**src/rtl/wb_result_fifo.sv**
```systemverilog
// wb_result_fifo: Wishbone B4 classic responder buffering 32-bit results in a circular FIFO.
// Ports: clk_i/rst_i (sync, active-low), addr_i/dat_i/we_i/sel_i/cyc_i/stb_i request,
//        dat_o/ack_o/err_o/rty_o registered termination (all zero when not responding),
//        lock_i/tagn_i ignored, tagn_o tied 0.
// Registers: 0x0 DATA push/pop, 0x4 STATUS, 0x8 CTRL (bit0 flush, bit1 clear flags), 0xC reserved.
// Build option: WB_RESULT_FIFO_RTY_EN makes full-push / empty-pop terminate with rty_o.
module wb_result_fifo #(
    parameter logic [31:0] BASE_ADDR  = 32'h0000_0200,
    parameter int          DEPTH_LOG2 = 4
) (
    input  logic        clk_i,
    input  logic        rst_i,
    input  logic [31:0] addr_i,
    input  logic [31:0] dat_i,
    output logic [31:0] dat_o,
    input  logic        we_i,
    input  logic [3:0]  sel_i,
    input  logic        cyc_i,
    input  logic        stb_i,
    input  logic        lock_i,
    output logic        err_o,
    output logic        rty_o,
    output logic        ack_o,
    input  logic        tagn_i,
    output logic        tagn_o
);
    localparam int DEPTH = 1 << DEPTH_LOG2;
`ifdef WB_RESULT_FIFO_RTY_EN
    localparam bit RTY_EN = 1'b1;
`else
    localparam bit RTY_EN = 1'b0;
`endif

    // HOLD swallows a strobe still held after its termination, so one transfer gets one response.
    typedef enum logic [1:0] {IDLE, RESP, HOLD} state_t;

    state_t                state_q, state_d;
    logic [DEPTH_LOG2-1:0] wp_q, wp_d, rp_q, rp_d;
    logic [DEPTH_LOG2:0]   cnt_q, cnt_d;
    logic                  ovf_q, ovf_d, udf_q, udf_d;
    logic                  ack_q, ack_d, err_q, err_d, rty_q, rty_d;
    logic [31:0]           dat_q, dat_d;
    logic [31:0]           mem_q [DEPTH];
    logic                  req, empty, full, push;
    logic [31:0]           status;
    logic                  unused;

    assign unused = ^{lock_i, tagn_i, addr_i[1:0]};
    assign empty  = cnt_q == '0;
    assign full   = cnt_q[DEPTH_LOG2];
    assign status = {12'h0, udf_q, ovf_q, full, empty, 16'(cnt_q)};
    assign req    = cyc_i & stb_i & (addr_i[31:4] == BASE_ADDR[31:4])
                    & ~(ack_q | err_q | rty_q) & (state_q == IDLE);

    always_comb begin
        state_d = req ? RESP : (state_q != IDLE && cyc_i && stb_i) ? HOLD : IDLE;
        wp_d    = wp_q;
        rp_d    = rp_q;
        cnt_d   = cnt_q;
        ovf_d   = ovf_q;
        udf_d   = udf_q;
        ack_d   = 1'b0;
        err_d   = 1'b0;
        rty_d   = 1'b0;
        dat_d   = '0;
        push    = 1'b0;
        if (req) begin
            if (sel_i != 4'hF) begin
                err_d = 1'b1;
            end else begin
                case (addr_i[3:2])
                    2'd0: begin
                        if (we_i) begin
                            if (!full) begin
                                push  = 1'b1;
                                ack_d = 1'b1;
                                wp_d  = wp_q + 1'b1;
                                cnt_d = cnt_q + 1'b1;
                            end else if (RTY_EN) begin
                                rty_d = 1'b1;
                            end else begin
                                ack_d = 1'b1;
                                ovf_d = 1'b1;
                            end
                        end else begin
                            if (!empty) begin
                                ack_d = 1'b1;
                                dat_d = mem_q[rp_q];
                                rp_d  = rp_q + 1'b1;
                                cnt_d = cnt_q - 1'b1;
                            end else if (RTY_EN) begin
                                rty_d = 1'b1;
                            end else begin
                                ack_d = 1'b1;
                                udf_d = 1'b1;
                            end
                        end
                    end
                    2'd1: begin
                        ack_d = 1'b1;
                        dat_d = we_i ? '0 : status;
                    end
                    2'd2: begin
                        ack_d = 1'b1;
                        if (we_i && dat_i[0]) begin
                            wp_d  = '0;
                            rp_d  = '0;
                            cnt_d = '0;
                        end
                        if (we_i && dat_i[1]) begin
                            ovf_d = 1'b0;
                            udf_d = 1'b0;
                        end
                    end
                    default: ack_d = 1'b1;
                endcase
            end
        end
    end

    always_ff @(posedge clk_i) begin
        if (!rst_i) begin
            state_q <= IDLE;
            wp_q    <= '0;
            rp_q    <= '0;
            cnt_q   <= '0;
            ovf_q   <= 1'b0;
            udf_q   <= 1'b0;
            ack_q   <= 1'b0;
            err_q   <= 1'b0;
            rty_q   <= 1'b0;
            dat_q   <= '0;
        end else begin
            state_q <= state_d;
            wp_q    <= wp_d;
            rp_q    <= rp_d;
            cnt_q   <= cnt_d;
            ovf_q   <= ovf_d;
            udf_q   <= udf_d;
            ack_q   <= ack_d;
            err_q   <= err_d;
            rty_q   <= rty_d;
            dat_q   <= dat_d;
        end
    end

    always_ff @(posedge clk_i) begin
        if (rst_i && push) mem_q[wp_q] <= dat_i;
    end

    assign dat_o  = dat_q;
    assign ack_o  = ack_q;
    assign err_o  = err_q;
    assign rty_o  = rty_q;
    assign tagn_o = 1'b0;
endmodule
```
**config.mk**
```make
export PLATFORM = sky130hd
export DESIGN_NAME = wb_result_fifo
export DESIGN_NICKNAME = d
export VERILOG_FILES = /design/src/rtl/wb_result_fifo.sv
export SDC_FILE = /design/constraint.sdc
export NUM_CORES = 1
export LEC_CHECK = 0
export CAP_MARGIN = 15
export CORE_MARGIN = 2
export CORE_UTILIZATION = 61
export CTS_CLUSTER_SIZE = 14
export DETAILED_ROUTE_END_ITERATION = 10
export HOLD_SLACK_MARGIN = 0.1
export MAX_ROUTING_LAYER = met4
export PLACE_DENSITY = 0.83
export REMOVE_ABC_BUFFERS = 1
export SLEW_MARGIN = 20
export SYNTH_ARGS = -nofsm -noshare
export SYNTH_HDL_FRONTEND = slang
export SYNTH_SLANG_ARGS = --single-unit
```
**constraint.sdc**
```tcl
create_clock -name clk_i -period 6.5 [get_ports clk_i]
set_clock_uncertainty 0.1 [all_clocks]
set_input_delay 1.3 -clock clk_i [delete_from_list [all_inputs] [get_ports clk_i]]
set_output_delay 1.3 -clock clk_i [all_outputs]
set_load 0.02 [all_outputs]
```
## Yosys cells after proc, flatten, opt, wreduce, memory -nomap -nowiden

Memories as Yosys holds them, arrays and structs flattened. A register that Yosys moved wholly into a read port is not among the register bits.
Index checks and enable logic that the tools add are counted.

- $add $sub $neg: 4
- $mul: 0
- Divide/modulo/power cells: 0
- $lt $le $gt $ge: 0
- Eq/ne operators: 14
- Shifts and indexed selects: 0
- Mux-type cells: 36
- Bitwise operators: 9
- Reductions and logical operators: 19

Operators by type and width:

| cell | number |
|---|---|
| 32-bit 2-to-1 mux | 2 |
| 32-bit case mux with 2 select lines | 1 |
| 6-bit AND reduction | 5 |
| 28-bit by 6-bit equality test with 1-bit output, second input constant | 1 |
| 4-bit 2-to-1 mux | 7 |
| 20-bit 2-to-1 mux | 1 |
| 5-bit 2-to-1 mux | 4 |
| 2-bit inequality test, second input constant | 8 |
| 4-bit case mux with 2 select lines | 2 |
| 1-bit 2-to-1 mux | 15 |
| 5-bit case mux with 2 select lines | 1 |
| 4-bit by 1-bit adder with 4-bit output, second input constant | 2 |
| 3-bit inequality test, second input constant | 2 |
| 5-bit by 1-bit adder with 5-bit output, second input constant | 1 |
| 1-bit logical AND | 5 |
| 5-bit zero test | 1 |
| 5-bit AND reduction | 1 |
| 5-bit by 1-bit subtractor with 5-bit output, second input constant | 1 |
| 1-bit bitwise AND | 4 |
| 2-bit zero test | 2 |
| 4-bit inequality test, second input constant | 1 |
| 1-bit NOT | 4 |
| 1-bit case mux with 2 select lines | 2 |
| 2-bit nonzero test | 2 |
| 7 further kinds | 7 |

- Register bits: 51
- Bits in latches: 0
- RAM bits: 512
- ROM bits: 0
- Input bits: 75
- Output and inout port bits: 36
- Logic and storage cells: 94
- Memories: 1

Memories:

| name | words | width | rd ports | clocked after memory_dff | wr ports | line | RTL |
|---|---|---|---|---|---|---|---|
| mem_q | 16 | 32 | 1 | 1 | 1 | 43 | `logic [31:0] mem_q [DEPTH];` |

## Depth between registers and ports, before layout

- Depth in word-level cells: 8
- Depth in mapped cells: 8
- Mapped depth without buffers: 7

## Least setup slack after synthesis

No wires, ideal clock.

- Path type: input -> register
- Start point: in addr_i[20]
- End point: mem mem_q[10][0], enable pin
- Setup time: 421 ps
- Arrival time: 4353 ps
- Slack: 1626 ps
- Stages: 5
- Buffers on the path: 0
- Path through: or4_4 > or3_4 > nor4_1 > nand4b_1 > nor2_1

- Longest elaborated chain between the ends: 8

Ends and longest elaborated chain:

| item | line | RTL |
|---|---|---|
| start: declaration | 13 | `input logic [31:0] addr_i,` |
| 28-bit by 6-bit equality test with 1-bit output | 52 | `assign req = cyc_i & stb_i & (addr_i[31:4] == BASE_ADDR[31:4])` |
| 1-bit bitwise AND | 52 |  |
| 1-bit bitwise AND (2 in a row) | 53 | `& ~(ack_q \| err_q \| rty_q) & (state_q == IDLE);` |
| 1-bit 2-to-1 mux | 67 | `if (req) begin` |
| 1-bit logical AND | 148 | `if (rst_i && push) mem_q[wp_q] <= dat_i;` |
| 1-bit 2-to-1 mux | 148 |  |
| 1-bit 2-to-1 mux (not written as such) | 148 |  |
| end: declaration | 43 |  |

No other way between the ends.

## Final worst setup path

- Start point: in addr_i[20]
- End point: mem mem_q[0][2], enable pin

The elaborated chain is that of the path after synthesis.

==> metrics.csv <==
metric,value,unit
post-place-cells,1530,
ir_drop,0.0002948,V
cp-endpoint,mem_q[0][2],
wl_met1,17.89,mm
routed-wl-met3,3.588,mm
relSlewSlack,0.3424,
design_area,25040,um2
yosys_most_used_dff,edfxtp_1,
ys_ff_latch,567,
r2r_start,state_q[1],
routedWlPerCell,28.87,um
vias_per_cell,6.503,
reg2reg_depth,7,
placed_cell_area,23340,um2
startpoint,addr_i[20],
route.detailed.drc,0,
gp_congestion,0.7849,
crit_top_cell,buf_4,
yosysTopAreaCell,edfxtp_1,
synth.area.top_cells,"edfxtp_1, mux4_2, dfxtp_1",
nFillCells,1985,
hold_class,reg2reg,
rsz0062_at_grt,no,
critPathCaptureType,register,
path_cells,clkdlybuf4s50_1 > or4_4 > or3_4 > nor4_1 > nand4bb_1 > buf_4 > nor2_4 > buf_4,
core,34710,um2
numCtsBuffers,54,
min_period,4.512,ns
setup_viol,0,
num_vias,10626,
ioPinCount,111,
clock_latency,0.58,ns
path_clk_slew,0.06,ns
grtUsageTotal,0.2736,
stdcell_count,1634,
regArea,16490,um2
clock_sinks,567,
root_buffer,clkbuf_16,
power_leakage,7.576,nW
drt-pass1-iter-count,5,
synthCells,996,
whs,0.3917,ns
die_h,192.1,um
tightest_slew,0.9841,ns
grt_pass1_wl,69.50,mm
ys_types,49,
synth_seq_area_share,0.7636,
cts_buffer_depth,3,
slowest_delay,0.67,ns
final_core_util,0.7213,
r2r-end,mem_q[0][2],
fmax,221.6,MHz
slew_viol_final,0,
power.density,281.7,nW/um2
ant_nets,0,
critical_path_class,in2reg,
drt-total-wl,47.18,mm
dpl.hpwl,24.22,mm
grt-ovfl-total,0,
first_global_vias,11064,
status,"complete, no violations",
top_layer,met4,
syn2layout_area_growth,16.05,%
synth_area,21580,um2
num_rows,68,
crit_path_start_kind,input pin,
grt_start_max_net_pins,102,
post_cts_resize_count,0,
cts_tree,built,
layout-drive-gt1-share,0.2568,
io_buffers,104,
arrival,4.67,ns
synth.top_cell.area_share,0.7126,
yosys_warnings,0,
dieArea,36890,um2
post-route-period-util,0.6941,
avgSynthCellArea,21.66,um2
finalHoldViolCount,0,
slowest_stage,nor2_4,
initial_core_util,0.6215,
synth_edf_count,512,
htree_levels,2,
multi_input_area,4992,um2
critical_path.max_fanout,19,
antenna_found_initial,3,
met2_length,24.40,mm
holdBufCountCts,0,
die_w,192.1,um
regToRegSetupSlack,2.86,ns
cts_setup_buffers,0,
nets,1214,
maxCapViolCount,0,
required,6.66,ns
synth-async-reset-ratio,0,
dr.first_iter.drc_count,1178,
-- per-layer routing --
layer | track usage | up-vias
met5 | - | -
met4 | 0.09425 | 0
met3 | 0.04513 | 89
met1 | 0.3595 | 5576
li1 | - | 4423
met2 | 0.4435 | 538
-- cell type report --
| type | instances | share of cell area |
|---|---|---|
| diodes | 3 | 0.0002998 |
| inverters | 6 | 0.0008995 |
| repair buffers | 132 | 0.05097 |
| well taps | 455 | 0.02274 |
| clock inverters | 25 | 0.006746 |
| multi-input cells | 370 | 0.1994 |
| clock buffers | 76 | 0.06052 |
| flip-flops and latches | 567 | 0.6584 |
-- sequential cells by signal, summed over array words and instances, names as in the netlist, named ones only --
name and flops:
wp_q 4, ack_o 1, rp_q 4, state_q 2, err_o 1, udf_q 1, dat_o 32, ovf_q 1
mem_q 512, cnt_q 5
-- worst min-delay path by stage --
stage,slack (ns),endpoint,startpoint,cells after the start
2_1_floorplan,0.33,ovf_q,ovf_q,2
3_3_place_gp,0.37,ovf_q,ovf_q,2
3_5_place_dp,0.38,ovf_q,ovf_q,2
4_1_cts,0.39,ovf_q,ovf_q,2
5_1_grt,0.41,ovf_q,ovf_q,2
6_report,0.39,ovf_q,ovf_q,2
-- through the flow --
stage / setup TNS [ns] / total power [W] / worst slack [ns]
floorplan: -8.161 / 0.004058 / -0.2854
global placement: 0 / 0.004139 / 1.382
detailed placement: 0 / 0.004144 / 1.372
CTS: 0 / 0.007085 / 1.953
global route: 0 / 0.007225 / 1.791
finish: 0 / 0.007053 / 1.988
-- worst max-delay path, delay by kind of cell --
| family | cells | cell delay [ns] |
|---|---|---|
| AND/OR/NAND/NOR | 5 | 2.25 |
| buffers and inverters | 3 | 1.08 |
-- synth_stat cells, drive strengths merged (3+ instances only) --
cell type,count
mux4,151
nor4b,4
or3,4
o2bb2ai,8
a21oi,22
mux2,9
nor2b,27
nand4,4
dfxtp,55
ha,8
clkbuf,36
edfxtp,512
nand3,6
nor4,12
buf,18
nand2,9
mux2i,13
nand2b,6
nor2,36
nand3b,5
or3b,5
o21ai,8
or4,5
or4b,3
inv,6
-- report_power, final --
part	internal [W]	switching (W)	leakage (nW)	total [W]
sequential	0.00397	0.00000000000000972	5.04	0.00397
combinational	0.0000424	0.0000591	1.69	0.000102
clock	0.00167	0.00131	0.840	0.00298
-- placed cells by master, fill, tap and decap left out, types with 3 or more instances in the layout --
cell type and count:
edfxtp_1 512, mux4_2 151, clkdlybuf4s50_1 104, clkbuf_16 55, dfxtp_1 51, nor2b_1 27
buf_4 26, a21oi_1 22, nor2_1 20, nor2_4 16, clkbuf_1 15, clkinv_2 14
mux2i_1 13, nor4_1 12, mux2_2 9, nand2_1 9, o21ai_0 8, o2bb2ai_1 8
ha_1 8, inv_1 6, nand3_1 6, nand2b_1 6, clkbuf_8 6, clkinv_1 6
nand3b_1 5, or3b_2 5, nand4_1 4, diode_2 3, or4_1 3, nor4b_1 3
-- cell families after synthesis --
kind of cell / Yosys count / synth area share
xor gates and xnor gates: 1 / 0.0004060
and+or+nand+nor: 136 / 0.03717
muxes: 173 / 0.1683
DFF: 567 / 0.7636
AOI/OAI and AO/OA: 50 / 0.01462
other: 1 / 0.0001738
adders and majority gates: 8 / 0.004639
buffers and inverters: 60 / 0.01102
Note: power is estimated with default switching activity, not from simulation.
